`config.mk`:
```
export PLATFORM = sky130hd
export DESIGN_NAME = instr_encoder
export DESIGN_NICKNAME = d
export VERILOG_FILES = /design/src/rtl/instr_encoder.sv
export SDC_FILE = /design/constraint.sdc
export NUM_CORES = 1
export LEC_CHECK = 0
export CAP_MARGIN = 40
export CORE_MARGIN = 3
export CORE_UTILIZATION = 40
export DETAILED_ROUTE_END_ITERATION = 10
export GPL_TIMING_DRIVEN = 0
export MAX_ROUTING_LAYER = met4
export PLACE_DENSITY = 0.78
export SLEW_MARGIN = 25
export SYNTH_ARGS = -nofsm -noshare
export SYNTH_HDL_FRONTEND = slang
export SYNTH_SLANG_ARGS = --single-unit
```
`constraint.sdc`:
```
create_clock -name clk -period 6.88 [get_ports clk]
set_clock_uncertainty 0.15 [all_clocks]
set_input_delay 2.064 -clock clk [delete_from_list [all_inputs] [get_ports clk]]
set_output_delay 2.064 -clock clk [all_outputs]
set_load 0.005 [all_outputs]
```
`src/rtl/instr_encoder.sv`:
```
// Streaming RV32I instruction encoder: converts decoded field tuples into 32-bit words at
// sequential word addresses, one program burst per start pulse, with a one-deep output register.
module instr_encoder (
    input  logic        clk,
    input  logic        rst,
    input  logic        start,
    input  logic [31:0] base_addr,
    input  logic [7:0]  prog_len,
    input  logic        in_valid,
    output logic        in_ready,
    input  logic [3:0]  in_type,
    input  logic [4:0]  in_rd,
    input  logic [4:0]  in_rs1,
    input  logic [4:0]  in_rs2,
    input  logic [2:0]  in_funct3,
    input  logic [6:0]  in_funct7,
    input  logic [31:0] in_imm,
    output logic        out_valid,
    input  logic        out_ready,
    output logic [31:0] out_instr,
    output logic [31:0] out_addr,
    output logic        out_err,
    output logic        busy,
    output logic        done,
    output logic [7:0]  err_count
);

    typedef enum logic [1:0] {StIdle, StRun, StDrain, StDone} state_e;

    localparam logic [3:0] TypeR      = 4'd0;
    localparam logic [3:0] TypeIAlu   = 4'd1;
    localparam logic [3:0] TypeLoad   = 4'd2;
    localparam logic [3:0] TypeJalr   = 4'd3;
    localparam logic [3:0] TypeStore  = 4'd4;
    localparam logic [3:0] TypeBranch = 4'd5;
    localparam logic [3:0] TypeLui    = 4'd6;
    localparam logic [3:0] TypeAuipc  = 4'd7;
    localparam logic [3:0] TypeJal    = 4'd8;

    localparam logic [6:0] OpR      = 7'b0110011;
    localparam logic [6:0] OpIAlu   = 7'b0010011;
    localparam logic [6:0] OpLoad   = 7'b0000011;
    localparam logic [6:0] OpJalr   = 7'b1100111;
    localparam logic [6:0] OpStore  = 7'b0100011;
    localparam logic [6:0] OpBranch = 7'b1100011;
    localparam logic [6:0] OpLui    = 7'b0110111;
    localparam logic [6:0] OpAuipc  = 7'b0010111;
    localparam logic [6:0] OpJal    = 7'b1101111;

    localparam logic [31:0] Nop = 32'h0000_0013;

    state_e      state_q, state_d;
    logic [31:0] addr_q, addr_d;
    logic [7:0]  remaining_q, remaining_d;
    logic [7:0]  err_count_q, err_count_d;
    logic        out_valid_q, out_valid_d;
    logic [31:0] out_instr_q, out_instr_d;
    logic [31:0] out_addr_q, out_addr_d;
    logic        out_err_q, out_err_d;

    logic        load;
    logic        accept;
    logic [31:0] enc_instr;
    logic        enc_err;
    logic        legal;
    logic        fits12, fits13, fits21;
    logic        unused_base;

    assign unused_base = ^base_addr[1:0];

    // Immediate range checks as sign-extension tests on the upper bits.
    assign fits12 = (in_imm[31:11] == '0) || (in_imm[31:11] == '1);
    assign fits13 = (in_imm[31:12] == '0) || (in_imm[31:12] == '1);
    assign fits21 = (in_imm[31:20] == '0) || (in_imm[31:20] == '1);

    always_comb begin
        enc_instr = Nop;
        enc_err   = 1'b0;
        legal     = 1'b1;
        case (in_type)
            TypeR: begin
                enc_instr = {in_funct7, in_rs2, in_rs1, in_funct3, in_rd, OpR};
            end
            TypeIAlu: begin
                legal     = fits12;
                enc_instr = {in_imm[11:0], in_rs1, in_funct3, in_rd, OpIAlu};
            end
            TypeLoad: begin
                legal     = fits12;
                enc_instr = {in_imm[11:0], in_rs1, in_funct3, in_rd, OpLoad};
            end
            TypeJalr: begin
                legal     = fits12;
                enc_instr = {in_imm[11:0], in_rs1, 3'b000, in_rd, OpJalr};
            end
            TypeStore: begin
                legal     = fits12;
                enc_instr = {in_imm[11:5], in_rs2, in_rs1, in_funct3, in_imm[4:0], OpStore};
            end
            TypeBranch: begin
                legal     = fits13 && !in_imm[0];
                enc_instr = {in_imm[12], in_imm[10:5], in_rs2, in_rs1, in_funct3,
                             in_imm[4:1], in_imm[11], OpBranch};
            end
            TypeLui: begin
                legal     = (in_imm[31:20] == '0);
                enc_instr = {in_imm[19:0], in_rd, OpLui};
            end
            TypeAuipc: begin
                legal     = (in_imm[31:20] == '0);
                enc_instr = {in_imm[19:0], in_rd, OpAuipc};
            end
            TypeJal: begin
                legal     = fits21 && !in_imm[0];
                enc_instr = {in_imm[20], in_imm[10:1], in_imm[11], in_imm[19:12], in_rd, OpJal};
            end
            default: begin
                legal = 1'b0;
            end
        endcase
        if (!legal) begin
            enc_instr = Nop;
            enc_err   = 1'b1;
        end
    end

    // State register
    always_ff @(posedge clk or posedge rst) begin
        if (rst) begin
            state_q <= StIdle;
        end else begin
            state_q <= state_d;
        end
    end

    // Next-state logic
    always_comb begin
        state_d = state_q;
        case (state_q)
            StIdle:  if (start) state_d = StRun;
            StRun:   if (remaining_q == '0) state_d = StDrain;
            StDrain: if (!out_valid_q) state_d = StDone;
            StDone:  state_d = StIdle;
            default: state_d = StIdle;
        endcase
    end

    // FSM outputs
    always_comb begin
        busy     = (state_q != StIdle);
        done     = (state_q == StDone);
        in_ready = (state_q == StRun) && (remaining_q != '0) && (!out_valid_q || out_ready);
    end

    assign load   = (state_q == StIdle) && start;
    assign accept = in_valid && in_ready;

    always_comb begin
        addr_d      = addr_q;
        remaining_d = remaining_q;
        err_count_d = err_count_q;
        out_valid_d = out_valid_q;
        out_instr_d = out_instr_q;
        out_addr_d  = out_addr_q;
        out_err_d   = out_err_q;
        if (load) begin
            addr_d      = {base_addr[31:2], 2'b00};
            remaining_d = prog_len;
            err_count_d = '0;
        end else if (accept) begin
            addr_d      = addr_q + 32'd4;
            remaining_d = remaining_q - 8'd1;
            if (enc_err && (err_count_q != 8'hFF)) begin
                err_count_d = err_count_q + 8'd1;
            end
        end
        // A fresh accept wins over a drain in the same cycle, keeping one word per cycle.
        if (accept) begin
            out_valid_d = 1'b1;
            out_instr_d = enc_instr;
            out_addr_d  = addr_q;
            out_err_d   = enc_err;
        end else if (out_ready) begin
            out_valid_d = 1'b0;
        end
    end

    always_ff @(posedge clk or posedge rst) begin
        if (rst) begin
            addr_q      <= '0;
            remaining_q <= '0;
            err_count_q <= '0;
            out_valid_q <= 1'b0;
            out_instr_q <= '0;
            out_addr_q  <= '0;
            out_err_q   <= 1'b0;
        end else begin
            addr_q      <= addr_d;
            remaining_q <= remaining_d;
            err_count_q <= err_count_d;
            out_valid_q <= out_valid_d;
            out_instr_q <= out_instr_d;
            out_addr_q  <= out_addr_d;
            out_err_q   <= out_err_d;
        end
    end

    assign out_valid = out_valid_q;
    assign out_instr = out_instr_q;
    assign out_addr  = out_addr_q;
    assign out_err   = out_err_q;
    assign err_count = err_count_q;

endmodule

```
Yosys cells after proc, flatten, opt, wreduce, memory -nomap -nowiden
Index checks and enable logic that the tools add are counted.
{"block": "totals", "ff_bits": 116, "out_inout_bits": 77, "elab_cells": 74, "in_bits": 106}
{"block": "op_classes", "n_eq_ne": 18, "addsub": 3, "n_mux": 17, "n_reduce_logical": 28}
{"operator": "case mux 32 bit (9 select lines)", "n": 1}
{"operator": "2-to-1 mux 32 bit", "n": 3}
{"operator": "2-to-1 mux 8 bit", "n": 5}
{"operator": "adder 32 x 3 -> 32 bit (second input constant)", "n": 1}
{"operator": "equality test 21 bit (second input constant)", "n": 1}
{"operator": "zero test 21 bit", "n": 1}
{"operator": "equality test 20 bit (second input constant)", "n": 1}
{"operator": "zero test 20 bit", "n": 1}
{"operator": "equality test 4 x 3 -> 1 bit (second input constant)", "n": 4}
{"operator": "equality test 12 bit (second input constant)", "n": 1}
{"operator": "zero test 12 bit", "n": 1}
{"operator": "adder 8 x 1 -> 8 bit (second input constant)", "n": 1}
{"operator": "equality test 4 x 2 -> 1 bit (second input constant)", "n": 2}
{"operator": "zero test 8 bit", "n": 1}
{"operator": "inequality test 8 bit (second input constant)", "n": 1}
{"operator": "case mux 2 bit (4 select lines)", "n": 1}
{"operator": "nonzero test 2 bit", "n": 4}
{"operator": "nonzero test 8 bit", "n": 1}
{"operator": "subtractor 8 x 1 -> 8 bit (second input constant)", "n": 1}
{"operator": "logical AND 1 bit", "n": 7}
{"operator": "2-to-1 mux 2 bit", "n": 3}
{"operator": "inequality test 2 bit (second input constant)", "n": 3}
{"operator": "case mux 1 bit (5 select lines)", "n": 1}
{"operator": "equality test 2 bit (second input constant)", "n": 2}
{"operator": "other kinds (12)", "n": 18}

Longest topological paths before layout
Gate-level depths: netlist of the first run.
{"block": "depth", "word_depth": 9, "ltp_mapped": 9, "mapped_depth_nobuf": 8}

Worst setup path after synthesis of the first run
No wires, ideal clock.
{"block": "synth_path", "path_type": "input to output", "start": "input out_ready", "end": "output in_ready", "arrival_ns": 2.381, "cell_stages": 2, "slack_ns": 2.285, "n_path_buf": 0, "required_time_ns": 4.666, "path_cell_list": "nand2b_1 nor2b_1"}
{"block": "synth_between", "elab_chain_cells": 2}
{"element": "from (decl)", "line_no": "19", "text": "input logic out_ready,"}
{"element": "logical OR 1 bit", "line_no": "152", "text": "in_ready = (state_q == StRun) && (remaining_q != '0) && (!out_valid_q || out_ready);"}
{"element": "logical AND 1 bit", "line_no": "152"}
{"element": "to (decl)", "line_no": "10", "text": "output logic in_ready,"}
No other way between the ends.

Final worst setup path of the first run
Same ends and word-level chain as after synthesis.

==> key figures, run 1 <==
Clock tree
  • CTS Buffer Depth: 2
  • Reg clk slew, reported paths: 70 ps
  • Post-CTS Setup Inserts: 0
  • Htree depth: 3
  • # clock sinks: about 110
  • CTS tree: yes
  • CTS Buf Count: 9
  • CTS Hold Buffers Added: 0
  • Root buf cell: clkbuf_16
  • Post_cts resized: 0
  • Latest clock arrival within the worst-skew pair: approximately 360 ps

Setup path
  • Arrival time at the worst endpoint: 3350 ps
  • Worst-path maximum fanout: 4
  • Worst setup EP type: output port
  • CP Class: input port to output port
  • CP Launch Type: input port
  • CP required: between 4000 and 5000 ps

Cells and area
  • Fin util: between 50% and 60%
  • N_diodes: 0
  • Commonest non-fill, non-tap cell in the layout: nand2_1
  • Most frequent cells in the layout: nand2_1 (186), clkdlybuf4s50_1 (176), dfrtp_1 (111), o21ai_0 (46)
  • Final net count: slightly below 1000
  • Synthesis-to-layout area growth: 39.2%
  • Layout cells sized above 1: around 5.8%

Yosys
  • Number of synthesized flops with an enable pin: 0
  • Syn_area_per_cell: 8.66 um2
  • Synth area leader: dfrtp_1
  • Syn Inst Count: 687
  • Commonest register cell after synthesis: dfrtp_1
  • Largest cells by area after synthesis: dfrtp_1 (47%), nand2_1 (12%), o21ai_0 (3.9%)
  • Area share of the largest cell type after synthesis: between 40 and 50%
  • Post-synthesis cell area: ~6000 um2
  • FFs w/ async S/R, synth: 100%
  • Number of distinct library cells after synthesis: slightly below 60
  • Seq cells post-synth: 111
  • Seq/Total Area, Yosys: a little under half
  • Syn. warnings: 0

Pwr
  • VDD IR max: ~0.13 mV
  • Sw power: roughly 910 uW
  • PwrDens: 305 nW/um2
  • Switching share of power: a little over a third
  • Reg power frac: about two fifths
  • Logic gate share of total power: between 30% and 40%
  • Cell internal pwr: 1620 uW
  • Clock power share: a little over a fifth
  • Leak pwr: 0.00339 uW
  • Pwr Total: 2530 uW

Place
  • Post-Place Worst Slack: between 1000 and 1500 ps
  • Detailed Place HPWL: 13.7 mm
  • Final RePlAce weighted congestion: a little under 0.9
  • PortBufs: 176

Timing
  • F_max: around 180 MHz
  • Final Hold Fails: 0
  • Fin worst setup slack: 1320 ps
  • Final setup fails: 0
  • Unrepaired setup endpoints after global routing: false
  • Final period util: between 80% and 90%
  • Setup TNS: 0 ps
  • Slew HR: between 30% and 40%
  • Max-slew violations: 0
  • Worst slew pin tran: roughly 900 ps
  • Worst hold slack: between 300 and 400 ps
  • Final worst path period need: between 5000 and 6000 ps

Floorplanning
  • Die Span Y: around 130 um
  • CORE AREA: between 10000 and 15000 um2
  • IO Count: roughly 180
  • Row cnt: 43
  • Die Area: roughly 16000 um2
  • Die W: between 100 and 150 um
  • Initial core utilization: 41.9%

Route
  • Routed Wire Length: 17.8 mm
  • Vias: about 5700
  • Starting DRT DRC Count: 388
  • Vias per cell: approximately 5.4
  • Router iterations before antenna repair: 5
  • Drt wl/cell: 16.8 um
  • Drt drc: 0
  • Post-route ant nets: 0

Min path
  • Hold WC Path Type: flop to flop

Global route
  • Grt ovf: 0
  • Initial antenna violation count: 0
  • GRT Resource Usage Total: approximately 23%
  • Largest net degree at the start of global routing: 75
  • First-pass GRT wire length: between 20 and 30 mm
  • Vias in the first global route: 5694

Job
  • Max cap viols: 0

Outcome
  • Outcome: finished clean
-- final timing paths --
check | startpoint | end | slack (ps) | depth (start not counted)
max | out_ready | in_ready | 1320 | 4
max in group asynchronous | rst | out_addr[18] | 3970 | 3
min reg2reg | out_addr[16] | out_addr[16] | 320 | 2
min in group asynchronous | rst | err_count[2] | 1920 | 2
min | out_addr[16] | out_addr[16] | 320 | 2
max reg2reg | remaining_q[0] | addr_q[21] | 4240 | 8
-- power by group through the flow --
stage / Sequential, uW / Clock [uW] / Combinational (uW)
after floorplan: 1040 / 0 / 487
after global placement: 1070 / 0 / 900
after detailed placement: 1070 / 0 / 929
after CTS: 1060 / 555 / 934
after global routing: 1100 / 586 / 1030
final: 1060 / 548 / 919
-- registers in the layout, summed over array words and instances, names as in the netlist --
signal / count
remaining_q: 8
out_err: 1
addr_q: 30
out_valid: 1
err_count: 8
out_addr: 30
out_instr: 31
state_q: 2
-- stage by stage --
step,cells,cell area [um2]
after floorplan,688,5950
after global placement,1044,7940
after detailed placement,1045,7970
after CTS,1061,8280
after global routing,1062,8280
final,1062,8280
-- cell type report --
cell class | count | area, um2
fillers | 1308 | 5920
multi-input cells | 522 | 2920
flip-flops and latches | 111 | 2780
repair buffers | 178 | 1790
clock buffers | 9 | 225
well taps | 180 | 225
plain buffers | 42 | 208
clock inverters | 7 | 77.6
inverters | 13 | 53.8
-- cells in the mapped netlist (all sizes together) (2+ instances only) --
cell	n
dfrtp	111
a21oi	38
nor4	9
xnor2	19
mux2	2
o2111ai	2
nor2	37
ha	9
o31ai	3
buf	18
nand2b	7
a222oi	3
nand3	10
or4	5
inv	13
o41ai	2
and2	3
or3	2
mux2i	5
o21ai	66
a31oi	2
clkbuf	24
xor2	19
nor2b	6
and4	2
nor3	14
and3	8
nand2	186
o22ai	2
nor4b	3
a22oi	14
nand4	19
a22o	10
-- logic make-up (layout without fill, tap and decap cells) --
kind of cell    after synthesis  count (layout)  share of synthesized area [%]
simple gates                314             314                           24.1
compound gates              152             152                           16.1
flops                       111             111                           46.7
buf+inv                      55             249                           4.31
xor+xnor                     38              38                           5.59
fa+ha+maj                     9               9                           1.89
mux                           7               7                           1.22
other cells                   1               2                         0.0630
-- per-layer routing --
layer	track usage (%)	wire [um]
met1	29.0	7440
met2	37.2	8710
met3	4.13	1250
met4	7.55	435
met5	-	0
-- worst max-delay path: stages --
cell and delay, ps:
clkdlybuf4s50_1 450, nand2b_1 160, nor2b_1 160, clkdlybuf4s50_1 510
Note: power is estimated with default switching activity, not from simulation.
==> run 2: changes to the inputs <==
clock period = 5.2 ns   (was 6.88 ns; I/O delays follow)
==> results of run 2 <==
The final DEF is identical to that of run 1. Status: finished clean.
Main changes from that run: setup slack after placement 1310 ps -> 641 ps; setup slack after layout 1320 ps -> 646 ps; register-to-register setup slack 4240 ps -> 2560 ps; total power 2530 uW -> 3350 uW; worst IR drop on VDD 0.132 mV -> 0.175 mV
==> run 3: changes to the inputs <==
HOLD_SLACK_MARGIN = 0.1   (was not set)
==> results of run 3 <==
The final DEF is identical to that of run 1. Status: finished clean.
Main changes from that run: setup slack after placement 1310 ps -> 641 ps; setup slack after layout 1320 ps -> 646 ps; register-to-register setup slack 4240 ps -> 2560 ps; total power 2530 uW -> 3350 uW; worst IR drop on VDD 0.132 mV -> 0.175 mV
